$ cat config.mk
export PLATFORM = sky130hd
export DESIGN_NAME = serial_sub
export DESIGN_NICKNAME = d
export VERILOG_FILES = /design/src/rtl/serial_sub.sv
export SDC_FILE = /design/constraint.sdc
export NUM_CORES = 1
export LEC_CHECK = 0
export CAP_MARGIN = 20
export CORE_MARGIN = 2
export CORE_UTILIZATION = 40
export DETAILED_ROUTE_END_ITERATION = 12
export GPL_TIMING_DRIVEN = 0
export PLACE_DENSITY = 0.73
export SLEW_MARGIN = 20
export SYNTH_ARGS = -nofsm -noshare
export SYNTH_HDL_FRONTEND = slang
export SYNTH_SLANG_ARGS = --single-unit
export TNS_END_PERCENT = 10
$ cat constraint.sdc
create_clock -name clk -period 1.73 [get_ports clk]
set_input_delay 0.173 -clock clk [delete_from_list [all_inputs] [get_ports clk]]
set_output_delay 0.173 -clock clk [all_outputs]
set_load 0.01 [all_outputs]
$ cat src/rtl/serial_sub.sv
// Bit-serial unsigned subtractor: computes a - b LSB first, one bit per clock,
// through a single full-subtractor cell and a 1-bit borrow register.
// The minuend shift register doubles as the result register: each cycle the
// consumed LSB leaves at the bottom and the new difference bit enters at the top.
module serial_sub #(
    parameter int WIDTH = 8
) (
    input  logic             clk,
    input  logic             rst,
    input  logic             start,
    input  logic [WIDTH-1:0] a,
    input  logic [WIDTH-1:0] b,
    output logic             busy,
    output logic             done,
    output logic [WIDTH-1:0] d,
    output logic             bout
);

    // Wide enough to hold WIDTH itself, so the final increment never wraps.
    localparam int CNT_W = $clog2(WIDTH + 1);

    typedef enum logic [1:0] {
        IDLE  = 2'd0,
        SHIFT = 2'd1,
        DONE  = 2'd2
    } state_t;

    state_t             state_q, state_d;
    logic [WIDTH-1:0]   a_sh_q, a_sh_d;
    logic [WIDTH-1:0]   b_sh_q, b_sh_d;
    logic [WIDTH-1:0]   d_q, d_d;
    logic               br_q, br_d;
    logic               bout_q, bout_d;
    logic [CNT_W-1:0]   cnt_q, cnt_d;
    logic               diff_bit;
    logic               br_next;

    // Full-subtractor cell acting on the current LSBs and the stored borrow.
    always_comb begin
        diff_bit = a_sh_q[0] ^ b_sh_q[0] ^ br_q;
        br_next  = (~a_sh_q[0] & b_sh_q[0]) | (~(a_sh_q[0] ^ b_sh_q[0]) & br_q);
    end

    // Next-state and datapath control for the IDLE -> SHIFT -> DONE sequence.
    always_comb begin
        // NOTE: every signal gets a hold-value default first, so no path through
        // the case statement can leave one unassigned and infer a latch.
        state_d = state_q;
        a_sh_d  = a_sh_q;
        b_sh_d  = b_sh_q;
        d_d     = d_q;
        br_d    = br_q;
        bout_d  = bout_q;
        cnt_d   = cnt_q;

        case (state_q)
            IDLE: begin
                if (start) begin
                    state_d = SHIFT;
                    a_sh_d  = a;
                    b_sh_d  = b;
                    br_d    = 1'b0;
                    cnt_d   = '0;
                end
            end

            SHIFT: begin
                a_sh_d = {diff_bit, a_sh_q[WIDTH-1:1]};
                b_sh_d = {1'b0, b_sh_q[WIDTH-1:1]};
                br_d   = br_next;
                cnt_d  = cnt_q + CNT_W'(1);
                if (cnt_q == CNT_W'(WIDTH - 1)) begin
                    // Last bit: publish the whole difference at once so d never
                    // shows a partially shifted value.
                    state_d = DONE;
                    d_d     = {diff_bit, a_sh_q[WIDTH-1:1]};
                    bout_d  = br_next;
                end
            end

            DONE: begin
                state_d = IDLE;
            end

            default: begin
                state_d = IDLE;
            end
        endcase
    end

    // State register with synchronous reset taking priority over everything.
    always_ff @(posedge clk) begin
        // NOTE: non-blocking assignments keep all flops updating from the same
        // pre-edge values, independent of statement order.
        if (rst) begin
            state_q <= IDLE;
            a_sh_q  <= '0;
            b_sh_q  <= '0;
            d_q     <= '0;
            br_q    <= 1'b0;
            bout_q  <= 1'b0;
            cnt_q   <= '0;
        end else begin
            state_q <= state_d;
            a_sh_q  <= a_sh_d;
            b_sh_q  <= b_sh_d;
            d_q     <= d_d;
            br_q    <= br_d;
            bout_q  <= bout_d;
            cnt_q   <= cnt_d;
        end
    end

    assign busy = (state_q == SHIFT);
    assign done = (state_q == DONE);
    assign d    = d_q;
    assign bout = bout_q;

endmodule

==> flow_summary.ini <==
[clocking]
ctsHtreeMaxLevel = 2
cts_setup_buffers = 0
clkSlewWorstSetupHoldPaths_ns = 0.07
clkSinkCount = 32
cts_buffer_depth = 2
worstSkewPairLatency_ns = 0.29
cts_tree = built
cts-root-buf = clkbuf_8
cts_buffers = 5

[global_routing]
track_usage_pct = 19.5
first_global_vias = 1306
grt_first_pass_wirelength_mm = 6.20
grt_max_degree = 13
antenna_found_initial = 0
overflow = 0

[die]
die_area_um2 = 4280
die_h_um = 65.4
pin_count = 30
start_util_pct = 41.5
design.core.area_um2 = 3630
rows = 22
die_w_um = 65.4

[sta]
finClkSkew_ns = 0.0101
rsz0062_at_grt = false
finalHoldViolations = 0
finalSetupViolations = 0
fin_crit_sh_pct = 85.2
finalSetupTns_ns = 0
tightest_slew_ns = 0.614
fmax_ghz = 0.678
min_period_ns = 1.47
maxSlewViolCount = 0
maxSlewHeadroom_pct = 59.1

[placed_design]
dp_hpwl_mm = 2.48
gp_congestion = 0.782
place_area_um2 = 1860
portBuffers = 29

[routing]
drt_iter0_drc = 43
drt-total-wl_mm = 3.51
vias = 1286
antenna_left = 0
drcViolationCount = 0
routedWlPerCell_um = 14.3
drt-vias-per-instance = 5.23
drt_first_pass_iters = 4

[setup_path]
path_buf_inv = 3
cp.arrival_ns = 1.30
max_stage_delay_ns = 0.38
start_kind = flop
required_ns = 1.56
end_kind = output pin
slowest_stage = dfxtp_2
path_max_fanout = 10
path_cells = inv_2 -> buf_6 -> nor2_1 -> dlygate4sd2_1
cp_top_family = buffers and inverters
reg2reg_slack_ns = 0.31
criticalPathCategory = flop to output pin

[synthesis]
yosysTopAreaCellShare_pct = 42.5
ys_top_cells_by_count = 32 x dfxtp_1, 32 x nor2_1, 12 x o2bb2ai_1
synth_cell_type_count = 34
synth_seq_cells = 32
synthCells = 162
synthTopCellsByArea = dfxtp_1 42%, a211oi_2 8.3%, nor2_1 8.0%
synth_warnings = 0
ys_seq_area_share_pct = 42.5
synth_edf_count = 0
postSynthNetCount = 183
ys.flop_type = dfxtp_1
synth-async-reset-ratio_pct = 0
yosysTopAreaCell = dfxtp_1
synth_area_um2 = 1510
synth.avg_cell_area_um2 = 9.31

[pwr]
p_leak_nw = 0.729
p_per_area_nw_per_um2 = 924
ir_drop_v = 0.000563

[cells_and_area]
num-nets-final = 218
area_growth_pct = 31.8
post-route-cell-area_um2 = 1990
antenna_cells = 0
layout-drive-gt1-share_pct = 18.7

[run]
cap_violations = 0

[hold_path]
hold_class = flop to flop

[run_status]
status = completed
## final timing paths
path                           start                endpoint  cells after the start
max          state_q[1]$_SDFFE_PP0P_                    done                      4
min           a_sh_q[1]$_SDFFE_PP0P_       d[0]$_SDFFE_PP0P_                      2
max reg2reg   b_sh_q[0]$_SDFFE_PP0P_  a_sh_q[7]$_SDFFE_PP0P_                      4
min reg2reg   a_sh_q[1]$_SDFFE_PP0P_       d[0]$_SDFFE_PP0P_                      2
## worst min-delay path: stages, from the launching register on
cell	delay, ns
dfxtp_1	0.33
nand3_1	0.07
a21oi_1	0.05
## final cells by class
type,count,area (um2)
Fill cell,353,1650
Multi-Input combinational cell,112,764
Sequential cell,32,642
Timing Repair Buffer,29,288
Clock buffer,7,96.3
Buffer,12,85.1
Tap cell,48,60.1
Clock inverter,1,30.0
Inverter,5,21.3
## per-layer routing
layer	share of wire [%]	vias to the layer above	GRT usage (%)	wire length, um
met5	0	-	0	0
met4	1.6	0	7.81	55
met3	3.7	6	5.65	129
met2	47	25	30.9	1650
met1	48	601	25.0	1680
li1	-	654	-	-
## placed cells by master, fill, tap and decap left out, types with 2 or more instances in the layout
master           instances
nand2_1                  4
clkbuf_1                 2
buf_2                    2
buf_1                    2
dfxtp_1                 31
nand2b_1                 2
a21bo_2                  5
a21bo_1                  3
o22ai_1                  3
buf_4                    2
inv_1                    3
dlygate4sd2_1            2
buf_6                    4
clkbuf_8                 7
nor2_1                  32
clkdlybuf4s50_1         27
o2bb2ai_1               12
a21oi_1                  9
nand3_1                 10
a211oi_1                 7
a211oi_2                10
## per-stage QoR
stage | setup WS (ns) | util [%] | power, mW | std cells | hold slack, ns
after floorplan | 0.470 | - | 0.963 | 162 | 0.245
after global placement | 0.0852 | 51.1 | 1.05 | 239 | 0.466
after detailed placement | 0.0760 | 51.1 | 1.06 | 239 | 0.477
after CTS | 0.244 | 54.7 | 1.86 | 246 | 0.490
after global routing | 0.177 | 54.7 | 1.92 | 246 | 0.510
final | 0.256 | 54.7 | 1.84 | 246 | 0.492
## logic make-up after synthesis
| family | count (synthesis) | synth area share [%] |
|---|---|---|
| DFF | 32 | 42.5 |
| and+or+nand+nor | 52 | 14.9 |
| buffers and inverters | 18 | 6.80 |
| AOI/OAI and AO/OA | 58 | 33.6 |
| adders and majority gates | 2 | 2.16 |
## power breakdown
| part | leakage [nW] | switching, mW | total [mW] | internal [mW] |
|---|---|---|---|---|
| registers | 0.263 | 0.0300 | 0.806 | 0.776 |
| clock network | 0.0645 | 0.287 | 0.795 | 0.508 |
| logic | 0.401 | 0.122 | 0.235 | 0.113 |
## state kept, by name, summed over array words and instances (netlist names)
signal / flops
state_q: 2
br_q: 1
cnt_q: 4
b_sh_q: 8
d: 8
bout: 1
a_sh_q: 8
## repair_timing
item	in CTS	in global routing
endpoints found under the setup margin	2	0
hold buffers	0	0
gates resized for setup	7	0
Note: power is estimated with default switching activity, not from simulation.
